===== src/rtl/grade_avg_ctrl_if.sv =====
// grade_avg_ctrl_if: bundle between the grade entry front-end and whoever
// drives the switches/buttons and watches the 7-segment decoder inputs.
//   grade_in  : grade on switches (GW bits)
//   enter     : level, rising edge submits grade_in
//   finish    : level, rising edge ends entry early
//   clear     : level, synchronous return to IDLE
//   code      : 6-bit decoder value {2'b0, digit}
//   classifier: 1 = decoder shows P/F/A class of code
//   valid     : average is on code
//   busy      : divider running
//   err       : sticky out-of-range grade flag
//   count     : grades accepted so far
// master = stimulus side, slave = grade_avg_ctrl.
interface grade_avg_ctrl_if #(
  parameter int GW   = 4,
  parameter int CNTW = 3
);
  logic [GW-1:0]   grade_in;
  logic            enter;
  logic            finish;
  logic            clear;
  logic [5:0]      code;
  logic            classifier;
  logic            valid;
  logic            busy;
  logic            err;
  logic [CNTW-1:0] count;

  modport master (
    output grade_in, enter, finish, clear,
    input  code, classifier, valid, busy, err, count
  );

  modport slave (
    input  grade_in, enter, finish, clear,
    output code, classifier, valid, busy, err, count
  );
endinterface


===== src/rtl/grade_avg_ctrl.sv =====
// grade_avg_ctrl: collects up to NGRADES grades (0..10), one per rising edge
// of enter, then computes floor(sum/count) with a one-subtraction-per-cycle
// divider and presents it to the 7-segment grade decoder.
// Ports:
//   clk_2 : system clock
//   rst_n : asynchronous active-low reset
//   bus   : grade_avg_ctrl_if.slave (switch/button inputs, decoder outputs)
// While collecting, code echoes the last accepted digit (classifier=0); once
// the average is ready, code carries the average with classifier=1, valid=1.
module grade_avg_ctrl #(
  parameter  int NGRADES = 4,
  parameter  int GW      = 4,
  localparam int CNTW    = $clog2(NGRADES + 1),
  localparam int SUMW    = GW + $clog2(NGRADES + 1)
) (
  input  logic              clk_2,
  input  logic              rst_n,
  grade_avg_ctrl_if.slave   bus
);

  typedef enum logic [1:0] {
    S_IDLE    = 2'd0,
    S_COLLECT = 2'd1,
    S_DIVIDE  = 2'd2,
    S_SHOW    = 2'd3
  } state_t;

  state_t          state_q, state_d;
  logic [SUMW-1:0] sum_q, sum_d;
  logic [CNTW-1:0] count_q, count_d;
  logic [GW-1:0]   quot_q, quot_d;
  logic [SUMW-1:0] rem_q, rem_d;
  logic [5:0]      code_q, code_d;
  logic            classifier_q, classifier_d;
  logic            valid_q, valid_d;
  logic            busy_q, busy_d;
  logic            err_q, err_d;
  logic            enter_q, enter_d;
  logic            finish_q, finish_d;

  logic            accept_e_s;
  logic            accept_f_s;
  logic            grade_ok_s;
  logic [SUMW-1:0] sum_acc_s;
  logic [CNTW-1:0] cnt_acc_s;
  logic            go_div_s;

  // Rising-edge events: a held level yields exactly one event.
  assign accept_e_s = bus.enter & ~enter_q;
  assign accept_f_s = bus.finish & ~finish_q;
  assign grade_ok_s = (bus.grade_in <= GW'(4'd10));

  // Next-state and next-output computation for the whole controller.
  always_comb begin
    state_d      = state_q;
    sum_d        = sum_q;
    count_d      = count_q;
    quot_d       = quot_q;
    rem_d        = rem_q;
    code_d       = code_q;
    classifier_d = classifier_q;
    valid_d      = valid_q;
    busy_d       = busy_q;
    err_d        = err_q;
    enter_d      = bus.enter;
    finish_d     = bus.finish;
    sum_acc_s    = sum_q;
    cnt_acc_s    = count_q;
    go_div_s     = 1'b0;

    if (bus.clear) begin
      // clear beats everything; the edge registers keep tracking above.
      state_d      = S_IDLE;
      sum_d        = {SUMW{1'b0}};
      count_d      = {CNTW{1'b0}};
      quot_d       = {GW{1'b0}};
      rem_d        = {SUMW{1'b0}};
      code_d       = 6'd0;
      classifier_d = 1'b0;
      valid_d      = 1'b0;
      busy_d       = 1'b0;
      err_d        = 1'b0;
    end else begin
      case (state_q)
        S_IDLE, S_COLLECT: begin
          // The grade is handled first so that a simultaneous finish sees
          // the updated count.
          if (accept_e_s && grade_ok_s) begin
            sum_acc_s    = sum_q + SUMW'(bus.grade_in);
            cnt_acc_s    = count_q + CNTW'(1'b1);
            code_d       = {2'b00, bus.grade_in};
            classifier_d = 1'b0;
            state_d      = S_COLLECT;
          end else if (accept_e_s) begin
            err_d = 1'b1;
          end else begin
            err_d = err_q;
          end
          sum_d   = sum_acc_s;
          count_d = cnt_acc_s;

          // Count is zero in IDLE unless a grade was just accepted, so a
          // lone finish in IDLE never reaches the divider.
          if (accept_e_s && grade_ok_s && (cnt_acc_s == CNTW'(NGRADES))) begin
            go_div_s = 1'b1;
          end else if (accept_f_s && (cnt_acc_s != {CNTW{1'b0}})) begin
            go_div_s = 1'b1;
          end else begin
            go_div_s = 1'b0;
          end

          if (go_div_s) begin
            state_d = S_DIVIDE;
            rem_d   = sum_acc_s;
            quot_d  = {GW{1'b0}};
            busy_d  = 1'b1;
          end else begin
            busy_d  = busy_q;
          end
        end

        S_DIVIDE: begin
          // One subtraction per cycle; the failing compare costs one more.
          if (rem_q >= SUMW'(count_q)) begin
            rem_d  = rem_q - SUMW'(count_q);
            quot_d = quot_q + GW'(1'b1);
          end else begin
            state_d      = S_SHOW;
            code_d       = {2'b00, quot_q};
            classifier_d = 1'b1;
            valid_d      = 1'b1;
            busy_d       = 1'b0;
          end
        end

        S_SHOW: begin
          state_d = S_SHOW;
        end

        default: begin
          state_d = S_IDLE;
        end
      endcase
    end
  end

  // State and output registers with asynchronous reset.
  always_ff @(posedge clk_2 or negedge rst_n) begin
    if (!rst_n) begin
      state_q      <= S_IDLE;
      sum_q        <= {SUMW{1'b0}};
      count_q      <= {CNTW{1'b0}};
      quot_q       <= {GW{1'b0}};
      rem_q        <= {SUMW{1'b0}};
      code_q       <= 6'd0;
      classifier_q <= 1'b0;
      valid_q      <= 1'b0;
      busy_q       <= 1'b0;
      err_q        <= 1'b0;
      enter_q      <= 1'b0;
      finish_q     <= 1'b0;
    end else begin
      state_q      <= state_d;
      sum_q        <= sum_d;
      count_q      <= count_d;
      quot_q       <= quot_d;
      rem_q        <= rem_d;
      code_q       <= code_d;
      classifier_q <= classifier_d;
      valid_q      <= valid_d;
      busy_q       <= busy_d;
      err_q        <= err_d;
      enter_q      <= enter_d;
      finish_q     <= finish_d;
    end
  end

  assign bus.code       = code_q;
  assign bus.classifier = classifier_q;
  assign bus.valid      = valid_q;
  assign bus.busy       = busy_q;
  assign bus.err        = err_q;
  assign bus.count      = count_q;

endmodule


===== src/flat_wrapper.sv =====
// flat-port wrapper written by rule: the top's interface ports become plain ports
module grade_avg_ctrl_flat 
#(
  parameter  int NGRADES = 4,
  parameter  int GW      = 4,
  localparam int CNTW    = $clog2(NGRADES + 1),
  localparam int SUMW    = GW + $clog2(NGRADES + 1)
)
  (clk_2, rst_n, bus_grade_in, bus_enter, bus_finish, bus_clear, bus_code, bus_classifier, bus_valid, bus_busy, bus_err, bus_count);
  grade_avg_ctrl_if #(.GW(GW), .CNTW(($clog2((4) + 1)))) bus_i ();
  input  logic clk_2;
  input  logic rst_n;
  input wire logic [$bits(bus_i.grade_in)-1:0] bus_grade_in;
  input wire logic [$bits(bus_i.enter)-1:0] bus_enter;
  input wire logic [$bits(bus_i.finish)-1:0] bus_finish;
  input wire logic [$bits(bus_i.clear)-1:0] bus_clear;
  output wire logic [$bits(bus_i.code)-1:0] bus_code;
  output wire logic [$bits(bus_i.classifier)-1:0] bus_classifier;
  output wire logic [$bits(bus_i.valid)-1:0] bus_valid;
  output wire logic [$bits(bus_i.busy)-1:0] bus_busy;
  output wire logic [$bits(bus_i.err)-1:0] bus_err;
  output wire logic [$bits(bus_i.count)-1:0] bus_count;
  assign bus_i.grade_in = bus_grade_in;
  assign bus_i.enter = bus_enter;
  assign bus_i.finish = bus_finish;
  assign bus_i.clear = bus_clear;
  assign bus_code = bus_i.code;
  assign bus_classifier = bus_i.classifier;
  assign bus_valid = bus_i.valid;
  assign bus_busy = bus_i.busy;
  assign bus_err = bus_i.err;
  assign bus_count = bus_i.count;
  grade_avg_ctrl #(.NGRADES(NGRADES), .GW(GW)) u_core (.clk_2(clk_2), .rst_n(rst_n), .bus(bus_i));
endmodule

===== config.mk =====
export PLATFORM = sky130hd
export DESIGN_NAME = grade_avg_ctrl_flat
export DESIGN_NICKNAME = d
export VERILOG_FILES = /design/src/rtl/grade_avg_ctrl_if.sv /design/src/rtl/grade_avg_ctrl.sv /design/src/flat_wrapper.sv
export SDC_FILE = /design/constraint.sdc
export NUM_CORES = 1
export LEC_CHECK = 0
export ABC_AREA = 1
export BUFFER_PORTS_ARGS = -buffer_cell sky130_fd_sc_hd__buf_2
export CAP_MARGIN = 20
export CORE_MARGIN = 5
export CORE_UTILIZATION = 25
export CTS_CLUSTER_SIZE = 25
export DETAILED_ROUTE_END_ITERATION = 8
export PLACE_DENSITY = 0.49
export SYNTH_ARGS = -nofsm -noshare
export SYNTH_HDL_FRONTEND = slang
export SYNTH_SLANG_ARGS = --single-unit

===== constraint.sdc =====
create_clock -name clk_2 -period 2.57 [get_ports clk_2]
set_input_delay 0.1285 -clock clk_2 [delete_from_list [all_inputs] [get_ports clk_2]]
set_output_delay 0.1285 -clock clk_2 [all_outputs]
set_load 0.01 [all_outputs]

======== Yosys cells after proc, flatten, opt, wreduce, memory -nomap -nowiden ========
Cells that the tools add are included.
cells by class
  magnitude comparators ................... 2
  bitwise gates (word level) .............. 4
  mux-type cells .......................... 43
  add/subtract/negate cells ............... 4
  equality and inequality tests ........... 11
  reductions and logical operators ........ 16
operators by type and width
  kind                                                             count
  7-bit 2-to-1 mux                                                 6
  6-bit 2-to-1 mux                                                 3
  1-bit 2-to-1 mux                                                 16
  3-bit 2-to-1 mux                                                 5
  7-bit one-hot mux with 2 select lines                            1
  4-bit 2-to-1 mux                                                 3
  6-bit one-hot mux with 2 select lines                            1
  3-bit AND reduction                                              4
  3-bit by 2-bit != test with 1-bit output, second input constant  3
  2-bit 2-to-1 mux                                                 4
  4-bit one-hot mux with 2 select lines                            1
  7-bit by 4-bit adder with 7-bit output                           1
  7-bit by 3-bit greater-or-equal comparator with 1-bit output     1
  7-bit by 3-bit subtractor with 7-bit output                      1
  2-bit one-hot mux with 3 select lines                            1
  2-bit nonzero test                                               3
  3-bit nonzero test                                               2
  4-bit by 1-bit adder with 4-bit output, second input constant    1
  2-bit equality test, second input constant                       2
  4-bit <= comparator, second input constant                       1
  2-bit != test, second input constant                             2
  4-bit by 2-bit != test with 1-bit output, second input constant  1
  1-bit one-hot mux with 2 select lines                            2
  2-bit AND reduction                                              2
  other kinds (9)                                                  13
storage, ports and cells
  output and inout bits ................... 13
  input port bits ......................... 9
  flip-flop bits (word level) ............. 35
  logic and storage cells ................. 92

======== Longest topological paths before layout ========
Gate-level depths: netlist (run 1).
  word-level depth ........................ 15
  depth in mapped cells ................... 14
  depth with buffers taken out ............ 13

======== Least setup slack after synthesis (run 1) ========
No wires, ideal clock.
  path kind ............................... register -> register
  from .................................... register u_core.count_q[1], in the netlist u_core.bus.count[1]
  to ...................................... register u_core.quot_q[2]
  arrival time ............................ 1.769 ns
  library setup time ...................... 0.115 ns
  required time ........................... 2.455 ns
  path slack .............................. 0.686 ns
  cell stages (with the launch flop) ...... 12
  cell sequence ........................... dfrtp_1 inv_1 ha_1 nand2_1 nand2_1 a21oi_1 nand4_2 o21ai_2 inv_2 buf_6 nand3_1 nand2_2
on the way
  cells in the longest elaborated chain, start to end .. 12
  elaborated cells between the ends (all ways) .. 16
  those cells by class .................... add/sub (1); order compare (1); eq/ne (3); mux (7); reduce/logical (4)
ends and longest elaborated chain
  what                                                       RTL line               RTL
  from (decl)                                                grade_avg_ctrl.sv:30   logic [CNTW-1:0] count_q, count_d;
  from (signal assigned)                                     grade_avg_ctrl.sv:152  count_q <= {CNTW{1'b0}};
  from (signal assigned)                                     grade_avg_ctrl.sv:165  count_q <= count_d;
  3-bit by 1-bit adder with 3-bit output                     grade_avg_ctrl.sv:90   cnt_acc_s = count_q + CNTW'(1'b1);
  3-bit 2-to-1 mux                                           grade_avg_ctrl.sv:88   if (accept_e_s && grade_ok_s) begin
  3-bit 2-to-1 mux                                           grade_avg_ctrl.sv:84   case (state_q)
  3-bit 2-to-1 mux                                           grade_avg_ctrl.sv:71   if (bus.clear) begin
  3-bit nonzero test                                         grade_avg_ctrl.sv:106  end else if (accept_f_s && (cnt_acc_s != {CNTW{1'b0}})) begin
  1-bit logical AND                                          grade_avg_ctrl.sv:106
  1-bit 2-to-1 mux                                           grade_avg_ctrl.sv:106
  1-bit 2-to-1 mux                                           grade_avg_ctrl.sv:104  if (accept_e_s && grade_ok_s && (cnt_acc_s == CNTW'(NGRADES))) begin
  1-bit 2-to-1 mux                                           grade_avg_ctrl.sv:84
  1-bit 2-to-1 mux                                           grade_avg_ctrl.sv:71
  3-bit by 2-bit != test with 1-bit output (no source line)  --
  3-bit AND reduction (no source line) (*)                   --
  to (signal assigned)                                       grade_avg_ctrl.sv:153  quot_q <= {GW{1'b0}};
  to (signal assigned)                                       grade_avg_ctrl.sv:166  quot_q <= quot_d;
  to (decl)                                                  grade_avg_ctrl.sv:31   logic [GW-1:0] quot_q, quot_d;
Mark *: on every way between the ends. The rest lies on a longest branch, timed or not. The select of a mux whose other input is x is not followed.
A chain may end at the register's enable or synchronous reset.

======== Worst setup path after layout (run 1) ========
  from .................................... register u_core.count_q[1], in the netlist u_core.bus.count[1]
  to ...................................... register u_core.quot_q[0]
The elaborated chain is that of the path after synthesis.

==> flow_summary_export.csv, run 1 <==
group,metric,value,unit
setup_path,crit_arrival,2.29,ns
pwr,peakVddDrop,189,uV
timing,finalCritPeriodShare,0.802,
timing,drv_slew,0,
cells_and_area,area_growth,13.4,%
setup_path,cp_top_family,"simple AND/OR/NAND/NOR gates",
drt,vias,1925,
pwr,power.leakage,1.31,nW
logic_synthesis,syn_area_per_cell,7.61,sq um
setup_path,r2r_setup_slack,0.51,ns
drt,vias_per_cell,4.54,
timing,tightest_slew,0.819,ns
cells_and_area,nFillCells,983,
clocking,cts_buffers,5,
setup_path,critPathLaunchType,"flop",
timing,clock_skew,0.00488,ns
setup_path,cp_slowest_cell,"dfrtp_1",
run,drv_cap,0,
clocking,cts_buffer_depth,2,
setup_path,crit_fanout,12,
setup_path,path_cells,"inv_1 -> ha_1 -> nand2_1 -> nand2_1 -> a21oi_1 -> nand4_2 -> o21ai_2 -> inv_2 -> nand2_4 -> nand2_1 -> nand2_1",
grt,grt_pass1_wl,9630,microns
logic_synthesis,synth_warnings,0,
placement,place.gp.congestion,0.833,
logic_synthesis,synth_cell_types,33,
setup_path,critPathLaunch,"u_core.bus.count[1]$_DFFE_PN0P_",
timing,setup_viol,0,
hold_path,holdCritStartpoint,"bus_grade_in[3]",
setup_path,crit_buf_inv,2,
cells_and_area,drive_gt1_frac,0.196,
placement,dp.final_hpwl,4140,microns
setup_path,crit_top_cell,"nand2_1",
setup_path,crit_required,2.80,ns
grt,antenna_found_initial,0,
floorplan,io_pins,22,
placement,pre_cts_ws,0.510,ns
cells_and_area,final_cell_mix,"80 x nand2_1, 33 x dfrtp_1, 32 x nand3_1",
timing,period_minus_slack,2.06,ns
setup_path,r2r_start,"u_core.bus.count[1]$_DFFE_PN0P_",
drt,finalWirelength,5460,microns
setup_path,end_kind,"flop",
cells_and_area,finalNetCount,335,
clocking,clkTransAtPathRegs,0.07,ns
floorplan,die_area,0.0108,sq mm
clocking,root_buffer,"clkbuf_8",
setup_path,slowest_delay,0.40,ns
clocking,cts_tree,"built",
timing,relSlewSlack,0.454,
logic_synthesis,synth_area_leaders,"dfrtp_1 37%, nand2_1 14%, nand3_1 7.2%",
timing,worst_slack,0.510,ns
clocking,cts_resized,0,
logic_synthesis,synth_top_area_frac,0.373,
floorplan,core,0.00868,sq mm
grt,grt_max_degree,34,
setup_path,critPathKind,"reg2reg",
clocking,clk_latency,0.28,ns
floorplan,dieWidth,104,microns
timing,max_freq,485,MHz
floorplan,die_h,104,microns
drt,antenna_left,0,
logic_synthesis,ys_seq_area_frac,0.373,
timing,hold_viol,0,
cells_and_area,antenna_cells,0,
grt,groute.usage.overall,0.108,
placement,port_buffers,19,
grt,overflow,0,
timing,finalSetupTns,0,ns
floorplan,num_rows,34,
drt,dr.pass1.iters,4,
logic_synthesis,synth.largest_area_cell,"dfrtp_1",
drt,wl_per_cell,12.9,microns
timing,rsz0062_at_grt,"no",
status,status,"finished, final reports clean",
cells_and_area,final_common_cell,"nand2_1",
logic_synthesis,syn_inst,291,
clocking,htreeDepth,2,
floorplan,start_util,0.255,
grt,first_global_vias,1998,
logic_synthesis,synth_seq_cells,33,
drt,drc,0,
logic_synthesis,synthesis.area,0.00222,sq mm
pwr,pwr_density_cell,565,mW/mm^2
hold_path,hp-class,"in2reg",
clocking,clock_sinks,33,
drt,drt_iter0_drc,62,
worst register-to-register path: cells and delay by family (launching register included):
family                   cells  cell delay, ns
AO/OA/AOI/OAI                2            0.40
buffers and inverters        2            0.28
adder cells (fa/ha/maj)      1            0.27
AND/OR/NAND/NOR              6            0.65
flip-flops                   1            0.40
registers in the layout, indices dropped and copies added, names as in the netlist:
name / count
u_core.quot_q: 4
u_core.enter_q: 1
u_core.rem_q: 7
u_core.finish_q: 1
u_core.bus.busy: 1
u_core.bus.classifier: 1
u_core.bus.count: 3
u_core.bus.valid: 1
u_core.bus.code: 4
u_core.bus.err: 1
u_core.sum_q: 7
u_core.state_q: 2
kinds of logic after synthesis:
logic type                 Yosys count  synth area share
adders and majority gates           11            0.0689
other                                1           0.00169
xor gates and xnor gates             6            0.0237
AOI/OAI and AO/OA                   38            0.0954
and+or+nand+nor                    159             0.342
DFF                                 33             0.373
buffers and inverters               43            0.0960
metal layers:
metal / vias to the layer above / track usage / share of wire
li1: 983 / - / -
met1: 897 / 0.140 / 0.48
met2: 36 / 0.168 / 0.44
met3: 9 / 0.0292 / 0.044
met4: 0 / 0.0481 / 0.030
met5: - / 0 / 0
power by group:
group / switching (mW) / total [mW] / internal, mW / leakage [nW]
registers: 0.0372 / 0.600 / 0.562 / 0.442
clock network: 0.197 / 0.439 / 0.242 / 0.0542
logic: 0.250 / 0.380 / 0.131 / 0.810
final cells by class:
cell class / instances / area, sq um / area share
Clock buffer: 7 / 96.3 / 0.0383
Clock inverter: 1 / 5.00 / 0.00199
Timing Repair Buffer: 22 / 125 / 0.0498
Tap cell: 108 / 135 / 0.0538
Inverter: 37 / 144 / 0.0573
Sequential cell: 33 / 826 / 0.329
Multi-Input combinational cell: 216 / 1180 / 0.470
stage by stage:
step,power (mW),hold WS [ns],std cells,instance area [sq um],utilization
6_report,1.42,0.230,424,2510,0.290
5_1_grt,1.53,0.258,424,2510,0.290
4_1_cts,1.44,0.222,424,2510,0.290
3_5_place_dp,0.990,0.251,413,2380,0.274
3_3_place_gp,0.988,0.254,413,2380,0.274
2_1_floorplan,0.891,-0.167,292,2220,-
cell usage after synthesis, drive strengths merged:
| library cell | instances |
|---|---|
| o22ai | 7 |
| xnor2 | 4 |
| nor2 | 22 |
| o211ai | 1 |
| clkinv | 1 |
| and2 | 1 |
| conb | 1 |
| dfrtp | 33 |
| xor2 | 2 |
| o21ai | 23 |
| buf | 6 |
| nand3 | 33 |
| nand3b | 1 |
| or2 | 1 |
| nand2 | 100 |
| fa | 2 |
| ha | 9 |
| a21oi | 6 |
| inv | 36 |
| nand4 | 1 |
| a21o | 1 |
worst paths after layout:
| path | to | depth (start not counted) |
|---|---|---|
| min in group asynchronous | u_core.bus.code[3]$_DFFE_PN0P_ | 2 |
| setup reg to reg | u_core.quot_q[0]$_DFFE_PN0P_ | 11 |
| hold / removal | u_core.bus.err$_DFFE_PN0P_ | 3 |
| max in group asynchronous | u_core.rem_q[1]$_DFFE_PN0P_ | 2 |
| setup / recovery | u_core.quot_q[0]$_DFFE_PN0P_ | 11 |
| hold reg to reg | u_core.bus.busy$_DFFE_PN0P_ | 2 |
timing repair:
action                     4_1_cts  5_1_grt
hold endpoints to repair        35        0
setup buffers                    0        0
hold buffers                     3        0
setup endpoints to repair        0        0
(Power assumes the default switching activity.)
==> inputs of run 2 (changes only) <==
Settings changed: ABC_AREA 1 to 0.
Clock period 2.57 ns to 2.1 ns, I/O delays scaled along.
==> run 2 against run 1 <==
  * Clock skew increased by 0.00063 ns
  * Non-clock buffer count increased by 18
  * First-iteration DRC count increased by 100%
  * Combinational power increased by 12%
  * Clock power increased by 14%
  * Clock-buffer cell count unchanged
  * Via count decreased by 6.2%
  * Die area decreased by 3.1%
  * Setup slack got worse by 0.41 ns
  * Cell count decreased by 15%
  * Core utilization increased by 3.2 points
  * Fmax increased by 2.9%
  * Critical endpoint is now u_core.rem_q[6]$_DFFE_PN0P_
  * Largest power group unchanged
==> flow_summary_export.csv, run 2 <==
group,metric,value,unit
grt,first_global_vias,1825,
logic_synthesis,synth_warnings,0,
floorplan,start_util,0.259,
setup_path,crit_top_cell,"inv_1",
floorplan,die_area,0.0105,sq mm
placement,place.gp.congestion,0.845,
logic_synthesis,ys.flop_type,"dfrtp_1",
timing,rsz0062_at_grt,"yes",
clocking,cts_buffers,5,
cells_and_area,nFillCells,879,
logic_synthesis,synth_cell_types,58,
pwr,power.leakage,1.17,nW
setup_path,reg2reg_depth,9,
cells_and_area,antenna_cells,0,
cells_and_area,final_common_cell,"dfrtp_1",
clocking,clk_latency,0.29,ns
setup_path,critPathLaunch,"u_core.rem_q[0]$_DFFE_PN0P_",
grt,grt_pass1_wl,9850,microns
hold_path,hp-class,"in2reg",
pwr,intPower,1.10,mW
placement,port_buffers,19,
logic_synthesis,syn_inst,218,
logic_synthesis,synth_area_leaders,"dfrtp_1 39%, ha_1 5.3%, nor2_1 4.9%",
drt,finalWirelength,5890,microns
logic_synthesis,synth_common_cells,"33 x dfrtp_1, 28 x nor2_1, 14 x nand2_1",
timing,tightest_slew,0.790,ns
logic_synthesis,syn_area_per_cell,9.81,sq um
drt,antenna_left,0,
pwr,p_switching,513,uW
setup_path,cp_slowest_cell,"dfrtp_1",
timing,whs,0.207,ns
logic_synthesis,synth.most_common_cell,"dfrtp_1",
setup_path,r2r_start,"u_core.rem_q[0]$_DFFE_PN0P_",
logic_synthesis,async_flop_share,1.00,
setup_path,crit_arrival,2.21,ns
grt,antenna_found_initial,0,
setup_path,critPathKind,"reg2reg",
setup_path,crit_fanout,4,
cells_and_area,top_regs,"u_core.rem_q (7), u_core.sum_q (7)",
timing,hold_viol,0,
drt,dr.pass1.iters,4,
timing,period_minus_slack,2.00,ns
floorplan,num_rows,33,
setup_path,path_cells,"inv_1 -> ha_1 -> inv_1 -> fa_2 -> a211o_1 -> nor4_4 -> a221o_1 -> nor2_1 -> o221ai_1",
logic_synthesis,ys_seq_area_frac,0.386,
floorplan,io_pins,22,
placement,dp.final_hpwl,4300,microns
timing,max_freq,500,MHz
cells_and_area,fin_util,0.322,
pwr,clkPwrFrac,0.309,
setup_path,crit_buf_inv,2,
drt,drc,0,
logic_synthesis,synth.largest_area_cell,"dfrtp_1",
drt,vias,1806,
grt,use_met1,0.171,
setup_path,rr_endpoint,"u_core.rem_q[6]$_DFFE_PN0P_",
pwr,comb_power_share,0.262,
drt,vias_per_cell,5.02,
hold_path,holdCritStartpoint,"bus_grade_in[3]",
logic_synthesis,synth_edf_count,0,
timing,clock_skew,0.00551,ns
cells_and_area,area_growth,24.2,%
setup_path,cp_num_cells,9,
floorplan,dieWidth,103,microns
clocking,cts_tree,"built",
grt,use_met2,0.185,
drt,drt_iter0_drc,125,
clocking,root_buffer,"clkbuf_8",
setup_path,critPathLaunchType,"flop",
setup_path,end_kind,"flop",
clocking,htreeDepth,2,
setup_path,crit_required,2.30,ns
cells_and_area,final_cell_mix,"33 x dfrtp_1, 27 x nor2_1, 19 x buf_2",
status,status,"finished, final reports clean",
grt,groute.usage.overall,0.120,
clocking,cts_buffer_depth,2,
clocking,clkTransAtPathRegs,0.07,ns
timing,relSlewSlack,0.473,
logic_synthesis,synthesis.area,0.00214,sq mm
setup_path,crit_end,"u_core.rem_q[6]$_DFFE_PN0P_",
floorplan,die_h,103,microns
setup_path,cp_top_family,"compound AO/OA/AOI/OAI gates",
pwr,switching_share,0.317,
timing,setup_viol,0,
pwr,peakVddDrop,197,uV
clocking,clock_sinks,33,
setup_path,slowest_delay,0.38,ns
pwr,pwr_density_cell,608,mW/mm^2
clocking,postCtsSetupRepairBufs,0,
cells_and_area,drive_gt1_frac,0.282,
cells_and_area,finalNetCount,275,
grt,grt_max_degree,34,
logic_synthesis,synth_top_area_frac,0.386,
grt,overflow,0,
setup_path,r2r_setup_slack,0.1,ns
pwr,seq_power_share,0.429,
timing,finalCritPeriodShare,0.953,
run,drv_cap,0,
logic_synthesis,synth_seq_cells,33,
grt,met3_usage,0.0257,
floorplan,core,0.00826,sq mm
timing,drv_slew,0,
grt,grt_busiest_layer,"met2",
drt,wl_per_cell,16.4,microns
[run 2: metrics by stage]
| step | total power, mW | TNS (ns) | cell area, sq um | setup WS, ns | instances |
|---|---|---|---|---|---|
| floorplan | 0.944 | 0 | 2140 | 0.0386 | 219 |
| detailed placement | 1.08 | 0 | 2450 | 0.0232 | 350 |
| finish | 1.62 | 0 | 2660 | 0.0986 | 360 |
| global placement | 1.08 | 0 | 2450 | 0.0251 | 350 |
| global route | 1.71 | -0.0393 | 2660 | -0.0393 | 360 |
| CTS | 1.59 | 0 | 2560 | 0.0139 | 360 |
[run 2: worst min-delay path by stage]
| stage | to | slack (ns) | depth (start not counted) |
|---|---|---|---|
| finish | u_core.bus.err$_DFFE_PN0P_ | 0.21 | 3 |
| global route | u_core.bus.err$_DFFE_PN0P_ | 0.25 | 3 |
| CTS | u_core.bus.err$_DFFE_PN0P_ | 0.21 | 3 |
| detailed placement | u_core.finish_q$_DFF_PN0_ | 0.23 | 1 |
| global placement | u_core.quot_q[3]$_DFFE_PN0P_ | 0.24 | 1 |
| floorplan | u_core.bus.busy$_DFFE_PN0P_ | -0.19 | 0 |
[run 2: cell type report]
type	instances	area [sq um]	share of cell area
timing repair buffer	40	260	0.0980
sequential	33	826	0.311
inverter	12	45.0	0.0170
tap	105	131	0.0495
clock buffer	7	86.3	0.0325
multi-input combinational	163	1310	0.492
[run 2: power by group through the flow]
stage	Combinational, mW	Sequential (mW)	Clock [mW]
after CTS	0.380	0.691	0.522
final	0.424	0.693	0.499
after global routing	0.469	0.697	0.544
after global placement	0.374	0.703	0
after detailed placement	0.373	0.704	0
after floorplan	0.241	0.703	0
[run 2: per-layer routing]
metal,share of wire,up-vias
met5,0,-
met4,0.014,0
met3,0.047,10
met2,0.47,41
met1,0.47,891
li1,-,864
[run 2: kinds of logic (layout without fill, tap and decap cells)]
group,count (synthesis),after routing,share of synthesized area
and+or+nand+nor,78,78,0.196
buffers and inverters,23,59,0.0485
AOI/OAI and AO/OA,49,49,0.192
adders and majority gates,11,11,0.0713
other,1,2,0.00175
xor gates and xnor gates,10,10,0.0409
muxes,13,13,0.0637
DFF,33,33,0.386
[run 2: tightest hold or removal path: stages]
cell	delay [ns]
buf_2	0.16
a31oi_1	0.14
nor2_1	0.05
[run 2: timing repair]
action / CTS / global route
endpoints found under the hold margin: 35 / 0
endpoints found under the setup margin: 0 / 16
hold buffers: 3 / 0
gates resized for setup: 0 / 20
==> inputs of run 3 (changes only) <==
Settings changed: REMOVE_ABC_BUFFERS from default to 1.
==> run 3 against run 2 <==
  * Clock power is 1% lower
  * Core utilization hardly changed
  * Global-route usage is 0.56 points lower
  * Critical path type unchanged
  * Critical endpoint is now u_core.rem_q[4]$_DFFE_PN0P_
  * Wire length down 5.4%
  * First-iteration DRC count shrank 22%
  * Setup slack lost 0.015 ns
  * Sequential power hardly changed
  * Combinational power is essentially flat
  * Via count decreased by 3.8%
==> flow_summary_export.csv, run 3 (synthesis gave the netlist of run 2 again) <==
group,metric,value,unit
status,status,"finished, final reports clean",
hold_path,whs_path_depth,3,
setup_path,critPathLaunchType,"flop",
cells_and_area,antenna_cells,0,
drt,vias_per_cell,4.84,
cells_and_area,fin_util,0.321,
timing,clock_skew,0.00547,ns
clocking,clkTransAtPathRegs,0.07,ns
grt,antenna_found_initial,0,
timing,relSlewSlack,0.492,
grt,grt_pass1_wl,9400,microns
grt,use_met1,0.168,
drt,wl_per_cell,15.5,microns
cells_and_area,final_cells,359,
grt,met3_usage,0.0257,
cells_and_area,final_cell_mix,"33 x dfrtp_1, 27 x nor2_1, 19 x buf_2",
timing,hold_viol,0,
grt,grt_busiest_layer,"met1",
placement,dp_cells,349,
grt,groute.usage.overall,0.115,
cells_and_area,multi_input_area,0.00131,sq mm
cells_and_area,nFillCells,868,
floorplan,die_area,0.0105,sq mm
clocking,clock_sinks,33,
cells_and_area,area_growth,24.0,%
grt,use_met2,0.168,
clocking,htreeDepth,2,
pwr,pwr_density_cell,607,mW/mm^2
setup_path,crit_arrival,2.19,ns
setup_path,end_kind,"flop",
pwr,power.leakage,1.17,nW
drt,drc,0,
clocking,cts_buffer_depth,2,
timing,rsz0062_at_grt,"yes",
grt,grt_max_degree,34,
clocking,root_buffer,"clkbuf_8",
setup_path,crit_buf_inv,1,
run,drv_cap,0,
setup_path,path_cells,"inv_2 -> ha_4 -> a211oi_4 -> nand3_4 -> o21ai_4 -> nand4_4 -> a221o_1",
setup_path,cp_top_family,"compound AO/OA/AOI/OAI gates",
hold_path,hp-class,"in2reg",
timing,finalSetupTns,0,ns
cells_and_area,top_regs,"u_core.rem_q (7), u_core.sum_q (7)",
timing,finalCritPeriodShare,0.960,
pwr,peakVddDrop,362,uV
placement,pre_cts_ws,-0.0717,ns
timing,worst_slack,0.0836,ns
timing,tightest_slew,0.763,ns
timing,max_freq,496,MHz
floorplan,dieWidth,103,microns
clocking,cts_buffers,5,
setup_path,slowest_delay,0.40,ns
drt,finalWirelength,5570,microns
setup_path,cp_num_cells,7,
setup_path,cp_slowest_cell,"dfrtp_1",
clocking,cts_tree,"built",
timing,setup_viol,0,
floorplan,num_rows,33,
placement,dp.final_hpwl,4260,microns
placement,port_buffers,19,
floorplan,start_util,0.259,
drt,dr.pass1.iters,4,
grt,overflow,0,
drt,antenna_left,0,
drt,vias,1738,
placement,place.gp.congestion,0.945,
setup_path,reg2reg_depth,7,
floorplan,io_pins,22,
drt,drt_iter0_drc,98,
setup_path,critPathKind,"reg2reg",
clocking,clk_latency,0.28,ns
timing,period_minus_slack,2.02,ns
floorplan,core,0.00826,sq mm
grt,first_global_vias,1774,
cells_and_area,final_common_cell,"dfrtp_1",
timing,drv_slew,0,
setup_path,crit_fanout,6,
cells_and_area,finalNetCount,274,
cells_and_area,seq_area,826,sq um
setup_path,crit_required,2.27,ns
pwr,power,1.61,mW
cells_and_area,drive_gt1_frac,0.287,
floorplan,die_h,103,microns
[run 3: metal layers]
metal	wire, microns	share of wire
met1	2710	0.49
met2	2450	0.44
met3	313	0.056
met4	93	0.017
met5	0	0
[run 3: metrics by stage]
stage	hold slack (ns)	area, sq um
after floorplan	-0.191	2080
after global placement	0.229	2440
after detailed placement	0.233	2440
after CTS	0.193	2560
after global routing	0.232	2650
final	0.205	2650
[run 3: layout make-up]
cell class,instances,area share
well taps,105,0.0495
multi-input cells,163,0.493
flip-flops and latches,33,0.311
repair buffers,39,0.0967
inverters,12,0.0170
clock buffers,7,0.0325
[run 3: report_power, final]
group          internal [mW]  switching (mW)
registers              0.666          0.0269
logic                  0.180           0.247
clock network          0.260           0.232
total                   1.11           0.506
[run 3: timing repair]
action	in CTS	in global routing
endpoints found under the setup margin	1	16
setup buffers	0	0
endpoints found under the hold margin	35	0
gates resized for setup	3	18
hold buffers	3	0
pin swaps	0	6
[run 3: path summary, 6_finish.rpt]
kind                                            startpoint                       endpoint  slack, ns
setup / recovery           u_core.bus.count[2]$_DFFE_PN0P_    u_core.rem_q[4]$_DFFE_PN0P_       0.08
hold / removal                             bus_grade_in[3]     u_core.bus.err$_DFFE_PN0P_       0.20
setup reg to reg           u_core.bus.count[2]$_DFFE_PN0P_    u_core.rem_q[4]$_DFFE_PN0P_       0.08
hold reg to reg               u_core.bus.valid$_DFFE_PN0P_   u_core.bus.valid$_DFFE_PN0P_       0.48
max in group asynchronous                            rst_n  u_core.state_q[0]$_DFFE_PN0P_       1.18
min in group asynchronous                            rst_n    u_core.sum_q[0]$_DFFE_PN0P_       0.44
[run 3: worst min-delay path: stages]
cell	delay, ns
buf_2	0.16
a31oi_1	0.15
nor2_1	0.04
